--- config.mk ---
export PLATFORM = sky130hd
export DESIGN_NAME = block_text_emitter_flat
export DESIGN_NICKNAME = d
export VERILOG_FILES = /design/src/rtl/block_text_emitter_if.sv /design/src/rtl/block_text_emitter.sv /design/src/flat_wrapper.sv
export SDC_FILE = /design/constraint.sdc
export NUM_CORES = 1
export LEC_CHECK = 0
export ABC_AREA = 0
export CAP_MARGIN = 15
export CORE_ASPECT_RATIO = 0.75
export CORE_MARGIN = 1
export CORE_UTILIZATION = 55
export CTS_BUF_LIST = sky130_fd_sc_hd__clkbuf_16
export CTS_CLUSTER_SIZE = 25
export DETAILED_ROUTE_END_ITERATION = 7
export PLACE_DENSITY_LB_ADDON = 0.2
export SLEW_MARGIN = 20
export SYNTH_ARGS = -nofsm -noshare
export SYNTH_HDL_FRONTEND = slang
export SYNTH_SLANG_ARGS = --single-unit
export TNS_END_PERCENT = 100
--- constraint.sdc ---
create_clock -name clk -period 5.15 [get_ports clk]
set_input_delay 1.545 -clock clk [delete_from_list [all_inputs] [get_ports clk]]
set_output_delay 1.545 -clock clk [all_outputs]
set_load 0.02 [all_outputs]
--- src/rtl/block_text_emitter_if.sv ---
// Command/character handshake bundle for block_text_emitter.
// master drives cmd_valid/cmd_op/out_ready; slave drives the rest.
interface block_text_emitter_if;
  logic       cmd_valid;
  logic [1:0] cmd_op;
  logic       cmd_ready;
  logic [7:0] out;
  logic       out_valid;
  logic       out_ready;
  logic [3:0] depth;
  logic       balanced;
  logic       err;

  modport master (
    output cmd_valid, cmd_op, out_ready,
    input  cmd_ready, out, out_valid,
    input  depth, balanced, err
  );

  modport slave (
    input  cmd_valid, cmd_op, out_ready,
    output cmd_ready, out, out_valid,
    output depth, balanced, err
  );
endinterface

--- src/rtl/block_text_emitter.sv ---
// Emits "begin "/"end "/" " text per command, tracks block nesting depth.
// Ports: clk, reset (async active-low), bus (slave: cmd, out, depth, err).
// Option BLOCK_TEXT_CASE_MIX_EN: alternate letter case across taken letters.
module block_text_emitter (
  input  logic                 clk,
  input  logic                 reset,
  block_text_emitter_if.slave  bus
);

  localparam logic [1:0] OP_BEGIN = 2'b00;
  localparam logic [1:0] OP_END   = 2'b01;
  localparam logic [1:0] OP_FLUSH = 2'b10;
  localparam logic [1:0] OP_SPACE = 2'b11;

  typedef enum logic [1:0] {
    IDLE,
    EMIT,
    FLUSH
  } state_t;

  state_t     state;
  logic [1:0] word;
  logic [2:0] idx;
  logic [3:0] depth_q;
  logic       err_q;
  logic       take;
  logic       letter;
  logic [2:0] last;
  logic [7:0] ch;
  logic [7:0] ch_out;

  always_comb begin
    ch = 8'h20;
    unique case (word)
      OP_BEGIN: begin
        unique case (idx)
          3'd0:    ch = "b";
          3'd1:    ch = "e";
          3'd2:    ch = "g";
          3'd3:    ch = "i";
          3'd4:    ch = "n";
          default: ch = 8'h20;
        endcase
      end
      OP_END: begin
        unique case (idx)
          3'd0:    ch = "e";
          3'd1:    ch = "n";
          3'd2:    ch = "d";
          default: ch = 8'h20;
        endcase
      end
      default: ch = 8'h20;
    endcase
  end

  always_comb begin
    last = 3'd0;
    unique case (word)
      OP_BEGIN: last = 3'd5;
      OP_END:   last = 3'd3;
      default:  last = 3'd0;
    endcase
  end

  assign letter = (ch != 8'h20);
  assign take   = bus.out_valid && bus.out_ready;

`ifdef BLOCK_TEXT_CASE_MIX_EN
  logic tgl;
  assign ch_out = (tgl && letter) ? (ch - 8'h20) : ch;
`else
  assign ch_out = ch;
`endif

  assign bus.out_valid = (state != IDLE);
  assign bus.out       = bus.out_valid ? ch_out : 8'h20;
  assign bus.cmd_ready = (state == IDLE);
  assign bus.depth     = depth_q;
  assign bus.balanced  = (depth_q == 4'd0);
  assign bus.err       = err_q;

  always_ff @(posedge clk or negedge reset) begin
    if (!reset) begin
      state   <= IDLE;
      word    <= OP_SPACE;
      idx     <= 3'd0;
      depth_q <= 4'd0;
      err_q   <= 1'b0;
`ifdef BLOCK_TEXT_CASE_MIX_EN
      tgl     <= 1'b0;
`endif
    end else begin
      err_q <= 1'b0;
`ifdef BLOCK_TEXT_CASE_MIX_EN
      if (take && letter) tgl <= ~tgl;
`endif
      unique case (state)
        IDLE: begin
          if (bus.cmd_valid) begin
            unique case (bus.cmd_op)
              OP_BEGIN: begin
                if (depth_q == 4'd15) begin
                  err_q <= 1'b1;
                end else begin
                  depth_q <= depth_q + 4'd1;
                  word    <= OP_BEGIN;
                  idx     <= 3'd0;
                  state   <= EMIT;
                end
              end
              OP_END: begin
                if (depth_q == 4'd0) begin
                  err_q <= 1'b1;
                end else begin
                  depth_q <= depth_q - 4'd1;
                  word    <= OP_END;
                  idx     <= 3'd0;
                  state   <= EMIT;
                end
              end
              OP_SPACE: begin
                word  <= OP_SPACE;
                idx   <= 3'd0;
                state <= EMIT;
              end
              default: begin
                // FLUSH on an empty stack is a silent no-op
                if (depth_q != 4'd0) begin
                  word  <= OP_END;
                  idx   <= 3'd0;
                  state <= FLUSH;
                end
              end
            endcase
          end
        end
        EMIT: begin
          if (take) begin
            if (idx == last) begin
              idx   <= 3'd0;
              state <= IDLE;
            end else begin
              idx <= idx + 3'd1;
            end
          end
        end
        FLUSH: begin
          if (take) begin
            if (idx == 3'd3) begin
              // one block closes per completed "end "
              idx     <= 3'd0;
              depth_q <= depth_q - 4'd1;
              if (depth_q == 4'd1) state <= IDLE;
            end else begin
              idx <= idx + 3'd1;
            end
          end
        end
        default: state <= IDLE;
      endcase
    end
  end

endmodule

--- src/flat_wrapper.sv ---
// flat-port wrapper written by rule: the top's interface ports become plain ports
module block_text_emitter_flat 
  (clk, reset, bus_cmd_valid, bus_cmd_op, bus_out_ready, bus_cmd_ready, bus_out, bus_out_valid, bus_depth, bus_balanced, bus_err);
  block_text_emitter_if bus_i ();
  input  logic clk;
  input  logic reset;
  input wire logic [$bits(bus_i.cmd_valid)-1:0] bus_cmd_valid;
  input wire logic [$bits(bus_i.cmd_op)-1:0] bus_cmd_op;
  input wire logic [$bits(bus_i.out_ready)-1:0] bus_out_ready;
  output wire logic [$bits(bus_i.cmd_ready)-1:0] bus_cmd_ready;
  output wire logic [$bits(bus_i.out)-1:0] bus_out;
  output wire logic [$bits(bus_i.out_valid)-1:0] bus_out_valid;
  output wire logic [$bits(bus_i.depth)-1:0] bus_depth;
  output wire logic [$bits(bus_i.balanced)-1:0] bus_balanced;
  output wire logic [$bits(bus_i.err)-1:0] bus_err;
  assign bus_i.cmd_valid = bus_cmd_valid;
  assign bus_i.cmd_op = bus_cmd_op;
  assign bus_i.out_ready = bus_out_ready;
  assign bus_cmd_ready = bus_i.cmd_ready;
  assign bus_out = bus_i.out;
  assign bus_out_valid = bus_i.out_valid;
  assign bus_depth = bus_i.depth;
  assign bus_balanced = bus_i.balanced;
  assign bus_err = bus_i.err;
  block_text_emitter u_core (.clk(clk), .reset(reset), .bus(bus_i));
endmodule
Word level (Yosys, flattened, before mapping)
Index checks and enable logic that the tools add are counted.

Register bits: 12. Word-level logic and storage cells: 88.

Add/subtract/negate cells: 3. Equal/unequal tests: 24. Multiplexer cells: 41. Reduce and logical (&&, ||, !) cells: 15.

Operator list (count): 7-bit case mux with 5 select lines (1); 3-bit two-way mux (8); 2-bit two-way mux (11); 7-bit case mux with 3 select lines (1); 4-bit two-way mux (5); 2-bit case mux with 3 select lines (3); 3-bit case mux with 3 select lines (2); 4-bit case mux with 2 select lines (2); 8-bit case mux with 2 select lines (1); 7-bit AND reduction (2); 2-bit by 1-bit inequality test with 1-bit output, second input constant (5); 9-bit AND reduction (1); 8-bit two-way mux (1); 4-bit nonzero test (2); 2-bit by 1-bit == test with 1-bit output, second input constant (3); 3-bit by 2-bit == test with 1-bit output, second input constant (2); 2-bit zero test (3); 2-bit inequality test, second input constant (3); 3-bit inequality test, second input constant (2); 3-bit case mux with 2 select lines (1); 5-bit by 1-bit inequality test with 1-bit output, second input constant (1); 5-bit AND reduction (1); 4-bit by 1-bit adder with 4-bit output, second input constant (1); 2-bit == test, second input constant (2); other kinds (15) (19).

Longest topological paths before layout
Gate-level depths: netlist of the first run.

Word-level depth: 6. Mapped depth: 7. Depth with buffers taken out: 7.

Worst setup path before layout of the first run
OpenSTA, ideal clock, no wires.

Kind: register -> output. Start point: register u_core.depth_q[1], in the netlist u_core.bus.depth[1]. End point: output port bus_balanced. Arrival: 1.488 ns. Data required time: 3.605 ns. Slack: 2.117 ns. Cell stages (with the launch flop): 4. Buffers on the path: 0. Cells stage by stage: dfrtp_1 -> inv_1 -> ha_1 -> nor3b_1.

Longest elaborated chain between the ends: 1.

RTL lines: from (decl) (line block_text_emitter.sv:24) `logic [3:0] depth_q;`; from (signal assigned) (line block_text_emitter.sv:106) `depth_q <= depth_q + 4'd1;`; from (signal assigned) (line block_text_emitter.sv:116) `depth_q <= depth_q - 4'd1;`; from (signal assigned) (line block_text_emitter.sv:153) `depth_q <= depth_q - 4'd1;`; 4-bit zero test (line block_text_emitter.sv:80) `assign bus.balanced = (depth_q == 4'd0);`; to (decl) (line flat_wrapper.sv:14) `output wire logic [$bits(bus_i.balanced)-1:0] bus_balanced;`.

No other way between the ends.

Worst setup path after layout of the first run
Ends and elaborated chain as after synthesis.

==> summary.txt, run 1 <==
Timing
  • Fin worst setup slack: 1.42 ns
  • Rel. slew slack: 59.8%
  • Hold WS: 0.531 ns
  • Worst Skew: 0.00281 ns
  • Final setup fails: 0
  • Fin. Hold Viols: 0
  • Worst slew pin tran: 0.596 ns
  • Max-slew violations: 0
  • RSZ-0062 raised after global routing: no
  • Setup TNS: 0 ns
  • Fin crit share: 72.4%
  • Fmax: 0.268 GHz
  • Crit path time final: 3.73 ns

Setup path
  • Max incr delay on CP: 0.71 ns
  • Element type at the critical path start: register
  • Worst path bufs/invs: 2
  • Critical-path cell list: inv_1 > ha_1 > nor3b_1 > clkdlybuf4s50_1
  • Reg2reg setup slack: 2.92 ns
  • Worst r2r src: u_core.bus.depth[1]$_DFFE_PN0P_
  • CP required: 3.61 ns
  • WP data arrival: 2.18 ns
  • CP top delay family: buffers and inverters
  • Cell with the largest stage delay on the worst path: clkdlybuf4s50_1
  • CP Max Fanout: 5
  • Critical Path End Type: primary output
  • CP startpoint: u_core.bus.depth[1]$_DFFE_PN0P_
  • Crit Path Category: register to primary output

Final layout
  • Design Area, Final: 1340 sq um
  • Commonest non-fill, non-tap cell in the layout: clkdlybuf4s50_1
  • Final Util: 74.7%
  • Nets: 164
  • Layout Area Growth over Synthesis: 22.9%
  • # diodes: 0
  • Layout cells sized above 1: 6.25%
  • Post-route insts no fill: 166
  • Commonest non-fill, non-tap cells in the layout: clkdlybuf4s50_1 (18), inv_1 (13), ha_1 (13)

GRT
  • Grt total ovfl: 0
  • Antenna violations before repair: 0
  • Pin count of the biggest net entering global routing: 13
  • Number of global-route vias before repair: 867
  • Global-route wire length before repair: 3950 microns
  • Global Route Usage Sum: 27.0%

Detailed routing
  • Drt pass-1 iters: 5
  • DRC errors left: 0
  • Routed Wire Length: 2400 microns
  • Post-DRT Antenna Nets: 0
  • Initial DRC Count: 45
  • Per-cell routed wire length: 14.5 microns
  • Vias per cell: 5.95
  • DR vias: 987

Floorplanning
  • Die Ht: 40.5 microns
  • Starting Density: 60.8%
  • Die Width: 53.3 microns
  • CORE AREA: 1790 sq um
  • Die ar.: 2160 sq um
  • # IOs: 22
  • Num rows: 13

Run
  • Max-cap violations: 0

Clock tree
  • CTS root buf: clkbuf_16
  • Clock sinks: 12
  • Num CTS Buffers: 3
  • Longest Clk Path Bufs: 2
  • Worst-path clk slew: 0.04 ns
  • TritonCTS clock tree: yes
  • H-tree lvl count: 1
  • Hold Buf Count CTS: 0
  • Post-CTS setup buffer count: 0
  • Post-cts gate resize count: 0
  • Worst-skew pair later-pin latency: 0.24 ns

Placement
  • DP Area: 1260 sq um
  • Placed Instances: 162
  • Setup WS pre-CTS: 1.71 ns
  • Final HPWL DP: 1750 microns
  • Port bufs: 18
  • RD Place Congestion: 0.882

Synth
  • Register area share after synthesis: 27.8%
  • Main synth FF type: dfrtp_1
  • Post-synth ARST share: 100%
  • #FFs+latches synth: 12
  • Post-synth EDFFs: 0
  • YS warnings: 0
  • Syn avg cell area: 8.63 sq um
  • Mapped Cells: 126
  • Top area cells in the synthesized netlist: dfrtp_1 (23%), ha_1 (15%), dfstp_2 (4.8%)
  • Synthesized cell area: 1090 sq um
  • Netlist cell types: 41
  • Post-synth top area cell: dfrtp_1
  • Yosys top cell area share: 23.0%

Status
  • Status: complete, no violations

Power and ir drop
  • Tot Pwr: 0.803 mW
  • Worst VDD drop: 420 uV
  • Power density cells: 601 nW/um^2
  • Lkg Pwr: 0.587 nW

Worst hold path
  • Worst min path class: register to register
  • Min-delay src: u_core.state[0]$_DFFE_PN0P_
==> sequential cells by signal, indices dropped and copies added (netlist names) <==
signal            cells
u_core.bus.depth      4
u_core.bus.err        1
u_core.state          2
u_core.idx            3
u_core.word           2
==> worst reg2reg max path: stages, from the launching register on <==
cell,delay (ns)
dfrtp_1,0.41
inv_1,0.14
ha_1,0.19
nor3b_1,0.50
a2bb2oi_1,0.16
nand3_1,0.17
o31a_2,0.21
mux2_2,0.34
==> layout make-up <==
class / count / area [sq um]
timing repair buffer: 18 / 180
clock buffer: 3 / 75.1
tap: 22 / 27.5
sequential: 12 / 303
clock inverter: 1 / 3.75
inverter: 13 / 48.8
fill: 129 / 453
multi-input combinational: 97 / 698
==> path summary, 6_finish.rpt <==
path,endpoint,depth (start not counted)
setup / recovery,bus_balanced,4
min in group asynchronous,u_core.state[0]$_DFFE_PN0P_,1
setup reg to reg,u_core.idx[0]$_DFFE_PN0P_,7
max in group asynchronous,u_core.word[0]$_DFFE_PN1P_,1
hold / removal,u_core.state[0]$_DFFE_PN0P_,1
hold reg to reg,u_core.state[0]$_DFFE_PN0P_,1
==> logic make-up (layout without fill, tap and decap cells) <==
group           Yosys count  in the layout  synth area share (%)
compound gates           31             31                  19.3
xor+xnor                  6              6                  4.83
fa+ha+maj                13             13                  15.0
buf+inv                  18             35                  8.29
flops                    12             12                  27.8
mux                       5              5                  4.72
other cells               2              3                 0.691
simple gates             39             39                  19.3
==> report_power, final <==
group	internal (mW)	leakage, nW	switching, mW	total, mW
Combinational	0.218	0.399	0.258	0.475
Sequential	0.134	0.149	0.0530	0.187
Clock	0.102	0.0385	0.0389	0.141
Total	0.453	0.587	0.350	0.803
==> cell usage after synthesis, drive strengths merged (3+ instances only) <==
cell / n
ha: 13
nor2b: 3
nand2: 6
xor2: 4
dfrtp: 10
nor2: 9
mux2i: 4
buf: 5
inv: 13
o21ai: 8
a21oi: 8
nor3: 5
==> layer usage <==
metal / vias up / routed length (microns) / track usage, %
li1: 473 / - / -
met1: 463 / 1150 / 36.3
met2: 45 / 1030 / 39.7
met3: 6 / 194 / 9.09
met4: 0 / 29 / 11.2
met5: - / 0 / 0
No activity file was read; power rests on OpenSTA's default activity.
==> run 2, diff against run 1 <==
Settings changed: CORE_UTILIZATION 55 to 46.
Clock period 5.15 ns to 3.4 ns, I/O delays scaled along.
==> summary.txt, run 2 (synthesis gave the netlist of run 1 again) <==
Final layout
  • Fill cells: 192
  • Post-route insts no fill: 176
  • Final Util: 63.6%
  • Nets: 164
  • Layout Area Growth over Synthesis: 24.1%
  • Layout cells sized above 1: 6.25%
  • # diodes: 0
  • Design Area, Final: 1350 sq um
  • Commonest non-fill, non-tap cells in the layout: clkdlybuf4s50_1 (18), inv_1 (13), ha_1 (13)
  • Commonest non-fill, non-tap cell in the layout: clkdlybuf4s50_1
  • Flip-flop count of the largest register after layout: 4

Detailed routing
  • Routed metal-1 wire length: 1210 microns
  • Drt pass-1 iters: 4
  • Met3 WL: 169 microns
  • Vias per cell: 5.63
  • DR top layer: met4
  • Per-cell routed wire length: 13.7 microns
  • Met2 WL post-DR: 1010 microns
  • Post-DRT Antenna Nets: 0
  • Initial DRC Count: 71
  • Routed Wire Length: 2420 microns
  • DRC errors left: 0
  • DR vias: 991

Setup path
  • Element type at the critical path start: register
  • Critical Path End Type: primary output
  • Crit Path Category: register to primary output
  • WP data arrival: 2.18 ns
  • CP Max Fanout: 5
  • CP required: 2.38 ns

Timing
  • Final setup fails: 0
  • Crit path time final: 3.20 ns
  • Fin. Hold Viols: 0
  • Worst slew pin tran: 0.559 ns
  • Hold WS: 0.526 ns
  • Max-slew violations: 0
  • Fmax: 0.313 GHz
  • Fin crit share: 94.0%
  • RSZ-0062 raised after global routing: no
  • Fin worst setup slack: 0.203 ns
  • Rel. slew slack: 62.2%
  • Setup TNS: 0 ns
  • Worst Skew: 0.00390 ns

Clock tree
  • Clock sinks: 12
  • Hold Buf Count CTS: 0
  • Longest Clk Path Bufs: 2
  • TritonCTS clock tree: yes
  • Num CTS Buffers: 3
  • Worst-skew pair later-pin latency: 0.24 ns
  • H-tree lvl count: 1
  • Post-cts gate resize count: 0
  • Worst-path clk slew: 0.04 ns
  • Post-CTS setup buffer count: 0
  • CTS root buf: clkbuf_16

Placement
  • DP Area: 1270 sq um
  • Port bufs: 18
  • Placed Instances: 172
  • RD Place Congestion: 0.909
  • Setup WS pre-CTS: 0.473 ns
  • Final HPWL DP: 1860 microns

Power and ir drop
  • Lkg Pwr: 0.587 nW
  • Tot Pwr: 1.22 mW
  • Worst VDD drop: 614 uV
  • Power density cells: 907 nW/um^2

Floorplanning
  • Starting Density: 51.3%
  • # IOs: 22
  • Num rows: 14
  • Die ar.: 2560 sq um
  • CORE AREA: 2120 sq um
  • Die Width: 58.1 microns
  • Die Ht: 44.1 microns

Worst hold path
  • Worst min path class: register to register

GRT
  • Global-route wire length before repair: 4150 microns
  • Pin count of the biggest net entering global routing: 13
  • Grt total ovfl: 0
  • Number of global-route vias before repair: 895
  • Global Route Usage Sum: 21.6%
  • Antenna violations before repair: 0

Status
  • Status: complete, no violations

Run
  • Max-cap violations: 0
-- run 2: cell counts in the layout (fill, tap and decap cells not counted) --
No cell type changed its count.
-- run 2: path summary, 6_finish.rpt --
kind                                                   endpoint  cells after the start                       startpoint  slack (ns)
min in group asynchronous              u_core.bus.err$_DFF_PN0_                      1                            reset        1.14
worst max register to register        u_core.idx[0]$_DFFE_PN0P_                      7  u_core.bus.depth[1]$_DFFE_PN0P_        1.18
worst min-delay path                u_core.state[0]$_DFFE_PN0P_                      1      u_core.state[0]$_DFFE_PN0P_        0.53
worst min register to register      u_core.state[0]$_DFFE_PN0P_                      1      u_core.state[0]$_DFFE_PN0P_        0.53
worst max-delay path                               bus_balanced                      4  u_core.bus.depth[1]$_DFFE_PN0P_        0.20
max in group asynchronous       u_core.bus.depth[2]$_DFFE_PN0P_                      1                            reset        1.89
-- run 2: layout make-up --
cell class                      count  area, sq um  share of cell area (%)
Multi-Input combinational cell     97          698                    51.8
Sequential cell                    12          303                    22.4
Timing Repair Buffer               18          180                    13.4
Clock buffer                        3         75.1                    5.57
Inverter                           13         48.8                    3.62
Tap cell                           32         40.0                    2.97
Clock inverter                      1         3.75                   0.278
-- run 2: power breakdown --
part	switching (mW)	total [mW]	leakage (nW)	internal, mW
combinational	0.392	0.724	0.399	0.331
sequential	0.0808	0.283	0.149	0.203
clock	0.0608	0.216	0.0385	0.155
total	0.534	1.22	0.587	0.689
-- run 2: worst max-delay path: stages, from the launching register on --
cell and delay (ns):
dfrtp_1 0.41, inv_1 0.14, ha_1 0.19, nor3b_1 0.49, clkdlybuf4s50_1 0.71
-- run 2: per-layer routing --
| metal | track usage (%) | vias to the layer above |
|---|---|---|
| met5 | 0 | - |
| met4 | 4.76 | 0 |
| met3 | 7.02 | 6 |
| met2 | 30.6 | 35 |
| met1 | 31.9 | 477 |
| li1 | - | 473 |
==> run 3, diff against run 2 <==
Settings changed: CORE_MARGIN 1 to not set, CTS_CLUSTER_DIAMETER set to 50, TNS_END_PERCENT 100 to 50.
==> results of run 3 <==
No change in the layout: final DEF, timing and power equal those of run 2.
